--- config.mk ---
export PLATFORM = sky130hd
export DESIGN_NAME = seq_div_signed_8_bit
export DESIGN_NICKNAME = d
export VERILOG_FILES = /design/src/rtl/seq_div_signed_8_bit_pkg.sv /design/src/rtl/seq_div_signed_8_bit_div_step_restoring.sv /design/src/rtl/seq_div_signed_8_bit.sv
export SDC_FILE = /design/constraint.sdc
export NUM_CORES = 1
export LEC_CHECK = 0
export ABC_AREA = 1
export CORE_UTILIZATION = 29
export CTS_CLUSTER_DIAMETER = 100
export CTS_CLUSTER_SIZE = 20
export DETAILED_ROUTE_END_ITERATION = 10
export MAX_ROUTING_LAYER = met4
export SETUP_SLACK_MARGIN = 0.3
export SLEW_MARGIN = 20
export SYNTH_ARGS = -nofsm -noshare
export SYNTH_HDL_FRONTEND = slang
export SYNTH_SLANG_ARGS = --single-unit
--- constraint.sdc ---
create_clock -name clk -period 2.2 [get_ports clk]
set_input_delay 0.44 -clock clk [delete_from_list [all_inputs] [get_ports clk]]
set_output_delay 0.44 -clock clk [all_outputs]
set_load 0.05 [all_outputs]
--- src/rtl/seq_div_signed_8_bit_pkg.sv ---
// Shared definitions for the sequential signed divider.
// State encoding and a magnitude helper shared with the multipliers.
package seq_div_signed_8_bit_pkg;

  localparam logic [1:0] IDLE = 2'd0;
  localparam logic [1:0] CALC = 2'd1;
  localparam logic [1:0] FIX  = 2'd2;

  localparam int ABS_W = 32;

  // Input is sign-extended to ABS_W bits; one extra bit holds |MIN|.
  function automatic logic [ABS_W:0] abs_ext(
    input logic [ABS_W-1:0] x
  );
    logic [ABS_W:0] v;
    v = {x[ABS_W-1], x};
    return x[ABS_W-1] ? -v : v;
  endfunction

endpackage

--- src/rtl/seq_div_signed_8_bit_div_step_restoring.sv ---
// One restoring-division iteration:
// shift in the next dividend bit, trial-subtract the divisor.
module seq_div_signed_8_bit_div_step_restoring #(
  parameter int WIDTH = 8
) (
  input  logic [WIDTH:0] i_rem_in,
  input  logic           i_dvd_msb,
  input  logic [WIDTH:0] i_divisor,
  output logic [WIDTH:0] o_rem_out,
  output logic           o_q_bit
);

  logic [WIDTH+1:0] w_shift;
  logic [WIDTH+1:0] w_trial;

  assign w_shift   = {i_rem_in, i_dvd_msb};
  assign w_trial   = w_shift - {1'b0, i_divisor};
  assign o_q_bit   = ~w_trial[WIDTH+1];
  assign o_rem_out = o_q_bit ? w_trial[WIDTH:0]
                             : w_shift[WIDTH:0];

endmodule

--- src/rtl/seq_div_signed_8_bit.sv ---
// Iterative signed divider: restoring division on magnitudes,
// one quotient bit per clock, then a sign-correction cycle.
module seq_div_signed_8_bit
  import seq_div_signed_8_bit_pkg::*;
#(
  parameter int WIDTH = 8
) (
  input  logic             clk,
  input  logic             rst_n,
  input  logic [WIDTH-1:0] num1,
  input  logic [WIDTH-1:0] num2,
  input  logic             action,
  output logic [WIDTH-1:0] quotient,
  output logic [WIDTH-1:0] remainder,
  output logic             done,
  output logic             busy,
  output logic             div_zero,
  output logic             overflow
);

  localparam int CW = $clog2(WIDTH + 1);

  logic [1:0]       r_state;
  logic [1:0]       w_state_nx;
  logic [CW-1:0]    r_cnt;
  logic [WIDTH:0]   r_rem;
  logic [WIDTH-1:0] r_dvd;
  logic [WIDTH:0]   r_dvs;
  logic             r_neg_q;
  logic             r_neg_r;
  logic             r_dz_sel;
  logic             r_ov_sel;

  logic [WIDTH-1:0] r_quot;
  logic [WIDTH-1:0] r_remo;
  logic             r_done;
  logic             r_dz;
  logic             r_ov;

  logic [ABS_W:0]   w_abs1;
  logic [ABS_W:0]   w_abs2;
  logic [WIDTH:0]   w_rem_nx;
  logic             w_qbit;
  logic             w_start;
  logic             w_calc;
  logic             w_num2_zero;
  logic             w_min_m1;
  logic [WIDTH-1:0] w_q_fix;
  logic [WIDTH-1:0] w_r_mag;
  logic [WIDTH-1:0] w_r_fix;
  logic             w_unused_hi;

  assign w_abs1 = abs_ext(ABS_W'($signed(num1)));
  assign w_abs2 = abs_ext(ABS_W'($signed(num2)));

  assign w_num2_zero = (num2 == '0);
  assign w_min_m1    = (num1 == {1'b1, {(WIDTH-1){1'b0}}})
                    && (num2 == '1);

  assign w_start = (r_state == IDLE) && action;
  assign w_calc  = (r_state == CALC);

  // Remainder MSB stays zero since rem < divisor <= 2^(WIDTH-1).
  assign w_unused_hi = ^{w_abs1[ABS_W:WIDTH],
                         w_abs2[ABS_W:WIDTH+1],
                         r_rem[WIDTH]};

  seq_div_signed_8_bit_div_step_restoring #(
    .WIDTH (WIDTH)
  ) u_step (
    .i_rem_in  (r_rem),
    .i_dvd_msb (r_dvd[WIDTH-1]),
    .i_divisor (r_dvs),
    .o_rem_out (w_rem_nx),
    .o_q_bit   (w_qbit)
  );

  always_ff @(posedge clk or negedge rst_n) begin
    if (!rst_n) r_state <= IDLE;
    else        r_state <= w_state_nx;
  end

  always_comb begin
    w_state_nx = r_state;
    unique case (r_state)
      IDLE: if (action)
              w_state_nx = w_num2_zero ? FIX : CALC;
      CALC: if (r_cnt == CW'(1))
              w_state_nx = FIX;
      FIX:  w_state_nx = IDLE;
      default: w_state_nx = IDLE;
    endcase
  end

  always_ff @(posedge clk or negedge rst_n) begin
    if (!rst_n) begin
      r_cnt    <= '0;
      r_rem    <= '0;
      r_dvd    <= '0;
      r_dvs    <= '0;
      r_neg_q  <= 1'b0;
      r_neg_r  <= 1'b0;
      r_dz_sel <= 1'b0;
      r_ov_sel <= 1'b0;
    end else begin
      unique case (1'b1)
        w_start: begin
          r_dvd    <= w_abs1[WIDTH-1:0];
          r_dvs    <= w_abs2[WIDTH:0];
          r_rem    <= '0;
          r_cnt    <= CW'(WIDTH);
          r_neg_q  <= num1[WIDTH-1] ^ num2[WIDTH-1];
          r_neg_r  <= num1[WIDTH-1];
          r_dz_sel <= w_num2_zero;
          r_ov_sel <= w_min_m1;
        end
        w_calc: begin
          r_rem <= w_rem_nx;
          r_dvd <= {r_dvd[WIDTH-2:0], w_qbit};
          r_cnt <= r_cnt - CW'(1);
        end
        default: ;
      endcase
    end
  end

  // On divide-by-zero r_dvd still holds |num1|, so the sign fix restores num1.
  always_comb begin
    w_q_fix = r_neg_q ? -r_dvd : r_dvd;
    w_r_mag = r_rem[WIDTH-1:0];
    if (r_dz_sel) begin
      w_q_fix = '1;
      w_r_mag = r_dvd;
    end
    w_r_fix = r_neg_r ? -w_r_mag : w_r_mag;
  end

  always_ff @(posedge clk or negedge rst_n) begin
    if (!rst_n) begin
      r_quot <= '0;
      r_remo <= '0;
      r_done <= 1'b0;
      r_dz   <= 1'b0;
      r_ov   <= 1'b0;
    end else begin
      r_done <= (r_state == FIX);
      if (r_state == FIX) begin
        r_quot <= w_q_fix;
        r_remo <= w_r_fix;
        r_dz   <= r_dz_sel;
        r_ov   <= r_ov_sel;
      end
    end
  end

  assign quotient  = r_quot;
  assign remainder = r_remo;
  assign done      = r_done;
  assign div_zero  = r_dz;
  assign overflow  = r_ov;
  assign busy      = (r_state != IDLE);

endmodule

; ---- Word-level counts from Yosys, hierarchy flattened
; Cells that the tools add are included.
[totals]
register_bits = 55
input_bits = 19
wordCells = 50
[classes]
add_sub_neg = 6
eq_ne = 7
muxes = 14
bitwise = 2
n_reduce_logical = 7
[op_table]
columns = operator, n
row1 = 8-bit two-way mux, 5
row2 = 8-bit negation, 3
row3 = 9-bit two-way mux, 2
row4 = 9-bit case mux with 2 select lines, 1
row5 = 8-bit equality test (second input constant), 2
row6 = 8-bit case mux with 2 select lines, 1
row7 = 10-bit by 9-bit subtractor with 10-bit output, 1
row8 = 9-bit negation, 1
row9 = 8-bit zero test, 1
row10 = 4-bit case mux with 2 select lines, 1
row11 = 2-bit two-way mux, 3
row12 = 4-bit by 1-bit equality test with 1-bit output (second input constant), 1
row13 = 2-bit case mux with 2 select lines, 1
row14 = 2-bit nonzero test, 2
row15 = 4-bit by 1-bit subtractor with 4-bit output (second input constant), 1
row16 = 2-bit by 1-bit equality test with 1-bit output (second input constant), 1
row17 = 2-bit equality test (second input constant), 1
row18 = 1-bit logical AND, 2
row19 = 2-bit zero test, 1
row20 = 2-bit by 1-bit inequality test with 1-bit output (second input constant), 1
row21 = 2-bit inequality test (second input constant), 1
row22 = 2-bit AND reduction, 1
row23 = 1-bit inverter, 1
row24 = 1-bit bitwise XOR, 1

; ---- Longest topological paths before layout
[logic_depth]
depth_word = 4
mapped_depth = 13

; ---- By module
; Synthesis repeated with hierarchy kept, for this count alone.
[unflattened]
cells_unflattened = 495
area_unflattened_um2 = 3648.5
[modules_own_cells]
columns = module, instances, cells_each, area_per_inst_um2
row1 = seq_div_signed_8_bit, 1, 358, 2850.2
row2 = seq_div_signed_8_bit_div_step_restoring, 1, 137, 798.3

; ---- Worst setup path before layout
; Ideal clock, no wire load.
[synth_timing]
kind = reg2reg
from = register r_dvd[7]
to = register r_rem[4]
arrival_ps = 1643
required_time_ps = 2083
setup_slack_ps = 440
stages_incl_launch_ff = 12
n_path_buf = 0
synth_period_minus_slack_ps = 1760
cell_sequence = dfrtp_1 inv_1 ha_1 inv_1 fa_1 nand2_1 nand3_1 nand2_1 xor2_1 nand3_1 nand3_1 nand2_1
[synth_between]
elab_chain_len = 3
[synth_rtl]
columns = item, line_no
row1 = from (decl), seq_div_signed_8_bit.sv:27  ; logic [WIDTH-1:0] r_dvd;
row2 = from (signal assigned), seq_div_signed_8_bit.sv:108  ; r_dvd <= w_abs1[WIDTH-1:0];
row3 = from (signal assigned), seq_div_signed_8_bit.sv:119  ; r_dvd <= {r_dvd[WIDTH-2:0], w_qbit};
row4 = 10-bit by 9-bit subtractor with 10-bit output, seq_div_signed_8_bit_div_step_restoring.sv:17  ; assign w_trial = w_shift - {1'b0, i_divisor};
row5 = 9-bit two-way mux, seq_div_signed_8_bit_div_step_restoring.sv:19  ; assign o_rem_out = o_q_bit ? w_trial[WIDTH:0]
row6 = 9-bit case mux with 2 select lines, seq_div_signed_8_bit.sv:106  ; unique case (1'b1)
row7 = to (signal assigned), seq_div_signed_8_bit.sv:118  ; r_rem <= w_rem_nx;
row8 = to (decl), seq_div_signed_8_bit.sv:26  ; logic [WIDTH:0] r_rem;
; Every way passes these cells.
; A chain may end at the register's enable or synchronous reset.

; ---- Worst setup path after layout
[layout_timing]
from = register r_done, in the netlist done
to = output done
[layout_lines]
columns = item, line_no
row1 = from (decl), seq_div_signed_8_bit.sv:36  ; logic r_done;
row2 = from (signal assigned), seq_div_signed_8_bit.sv:146  ; r_done <= (r_state == FIX);
row3 = to (decl), seq_div_signed_8_bit.sv:15  ; output logic done,
; No word-level cell between the ends.

==> impl_results.md <==
- Status: completed
- PortBufs: 38
- R2R depth: 9
- Class of the worst hold path: in2async
- Post-synthesis average cell area: 7.87 sq um
- Die area: 13200 sq um
- Placer Congestion: 0.851
- Peak VDD IR: 406 uV
- LEAKAGE: 2.22 nW
- Top_reg_cell synth: dfrtp_1
- Fin nets: 544
- IO Pins: 39
- Total negative slack: 0 ns
- R2R Path End: r_rem[7]
- Clock sink count: 55
- Worst skew pair latency: 0.29 ns
- Synth Register Bits: 55
- Worst Path Required: 1.76 ns
- Final Hold Viols: 0
- CP Buf/Inv Count: 1
- Period utilisation layout: 0.838
- Row Count: 40
- Pins over their slew limit: 0
- Synthesized area: 3680 sq um
- Seq/Total Area, Yosys: 0.374
- Drt pass-1 iters: 4
- CTS Buffer Depth: 2
- Top post-synthesis cells by area: dfrtp_1 37%, nand2_1 12%, inv_1 6.2%
- DR vias/cell: 4.64
- Area growth from synthesis to final layout: 23.1%
- Die height: 115 microns
- Chip width: 115 microns
- Clock Skew: 0.00576 ns
- Gate Count Post-Synth: 468
- Endpoints failing setup: 0
- # diodes: 0
- DP Wirelength: 6510 microns
- First-pass GRT wire length: 14600 microns
- Post-CTS Setup Bufs: 0
- Largest stage delay, worst path: 0.79 ns
- Grt total ovfl: 0
- Synth unique cells: 43
- Via Count: 3144
- Crit-path max FO: 1
- Root buf cell: clkbuf_16
- Share of the synthesized area in the top cell type: 0.374
- Fmax achieved: 543 MHz
- Critical Path AT: 1.40 ns
- Core area: 12200 sq um
- Post-synth top area cell: dfrtp_1
- Initial antenna violation count: 0
- Largest net degree at the start of global routing: 34
- FILL cells: 1320
- Slew headroom: 0.626
- H-tree levels: 2
- Critical R2R Launch: r_rem[6]
- Hold slack: 0.130 ns
- Hold Buf Count CTS: 0
- First DRT Iteration DRCs: 129
- Clk slew on worst S/H paths: 0.07 ns
- Number of max-cap violations: 0
- Number of synthesized flops with an enable pin: 0
- Synthesis Warnings: 0
- Top cell family by delay on the critical path: buffers and inverters
- Drt wl/cell: 12.7 microns
- Unrepaired setup endpoints after global routing: false
- Ys async rst share: 1.00
- R2R setup slack: 0.43 ns
- GRT Util Overall: 0.145
- Nature of the critical path endpoint: output pin
- Final ANT Viol Nets: 0
- CTS tree: done
- Synthesized Nets: 504
- Worst slew pin tran: 0.561 ns
- Crit. path cell count: 1
- Starting Density: 0.302
- CTS buffer count: 5
- Share of layout cells above drive strength 1: 0.132
- Crit path launch type: flop
- Power density over cell area: 1720 nW/um^2
- Slowest cell on crit path: clkdlybuf4s50_1
- Drt total wl: 8600 microns
- CP Cell Sequence: clkdlybuf4s50_1
- CP Class: reg2out
- Final Critical Period: 1.84 ns
- Vias in the first global route: 3075
- # DRC: 0
## cell usage after synthesis (4+ instances only)
cell      instances
o21ai_0          25
dfrtp_1          55
o21ai_2           4
nand2_1         119
nand3_1          45
a22oi_1           4
nor2_1           31
xor2_1           15
inv_2             8
nand2_2           8
ha_1             16
o21ai_1           5
nand3b_1          7
nand4_1           4
a21oi_1           9
inv_1            61
## through the flow
stage                     cell area [sq um]  utilization  cells  power (mW)  worst slack, ns
final                                  4530        0.371    677        7.81            0.357
after global routing                   4530        0.371    677        8.56            0.300
after CTS                              4380        0.359    676        7.54            0.303
after detailed placement               4230        0.347    668        6.71            0.256
after global placement                 4230        0.347    668        6.64            0.299
after floorplan                        3680            -    468        5.62            0.440
## power by group
group	internal [mW]	switching [mW]	total, mW
clock	0.486	0.355	0.841
combinational	1.87	3.17	5.04
sequential	1.48	0.456	1.94
total	3.83	3.98	7.81
## worst max path at each step
stage                      start            to  slack (ns)
floorplan               r_dvd[7]      r_rem[4]        0.44
global route            r_dvs[6]      r_rem[0]        0.30
detailed placement       num2[0]    r_state[1]        0.26
global placement         num2[0]    r_state[1]        0.30
CTS                 remainder[1]  remainder[1]        0.30
finish                      done          done        0.36
## repair_timing
item	4_1_cts	5_1_grt
gates resized for setup	8	30
gates cloned	0	1
setup endpoints to repair	8	22
pin swaps	0	3
## sequential cells by signal, indices dropped and copies added, names as in the netlist
register / flops
r_dvs: 9
r_rem: 9
quotient: 8
r_dvd: 8
remainder: 8
r_cnt: 4
r_state: 2
div_zero: 1
done: 1
overflow: 1
r_dz_sel: 1
r_neg_q: 1
r_neg_r: 1
r_ov_sel: 1
## cells by family after synthesis
logic type,after synthesis,synth area share
AND/OR/NAND/NOR,232,0.315
adder cells (fa/ha/maj),17,0.0598
XOR/XNOR,18,0.0428
buffers and inverters,80,0.0924
AO/OA/AOI/OAI,66,0.116
flip-flops,55,0.374
## metal layers
metal | vias up | GRT usage | wire length [microns]
met4 | 0 | 0.0277 | 55
met1 | 1466 | 0.198 | 4440
met2 | 67 | 0.225 | 3810
met3 | 9 | 0.0270 | 290
met5 | - | - | 0
li1 | 1602 | - | -
## area by class of cell
type | instances | area (sq um) | area share
Sequential cell | 55 | 1380 | 0.304
Multi-Input combinational cell | 334 | 2090 | 0.461
Timing Repair Buffer | 42 | 430 | 0.0950
Inverter | 70 | 265 | 0.0585
Clock buffer | 8 | 156 | 0.0345
Tap cell | 168 | 210 | 0.0464
## cells in the final DEF (no fill, tap or decap), drive strengths merged, types with 3 or more instances in the layout
cell           synthesis  final
a21oi                 10     10
a22oi                  4      4
a31oi                  3      3
buf                    9      6
clkbuf                 1      8
clkdlybuf4s50          0     18
dfrtp                 55     55
dlygate4sd2            0      8
dlymetal6s2s           0     10
ha                    16     16
inv                   70     70
nand2                130    131
nand3                 48     48
nand3b                 7      7
nand4                  6      6
nor2                  38     38
nor3                   3      3
o21ai                 34     34
o22ai                  3      3
xnor2                  3      3
xor2                  15     15
(Power assumes the default switching activity.)
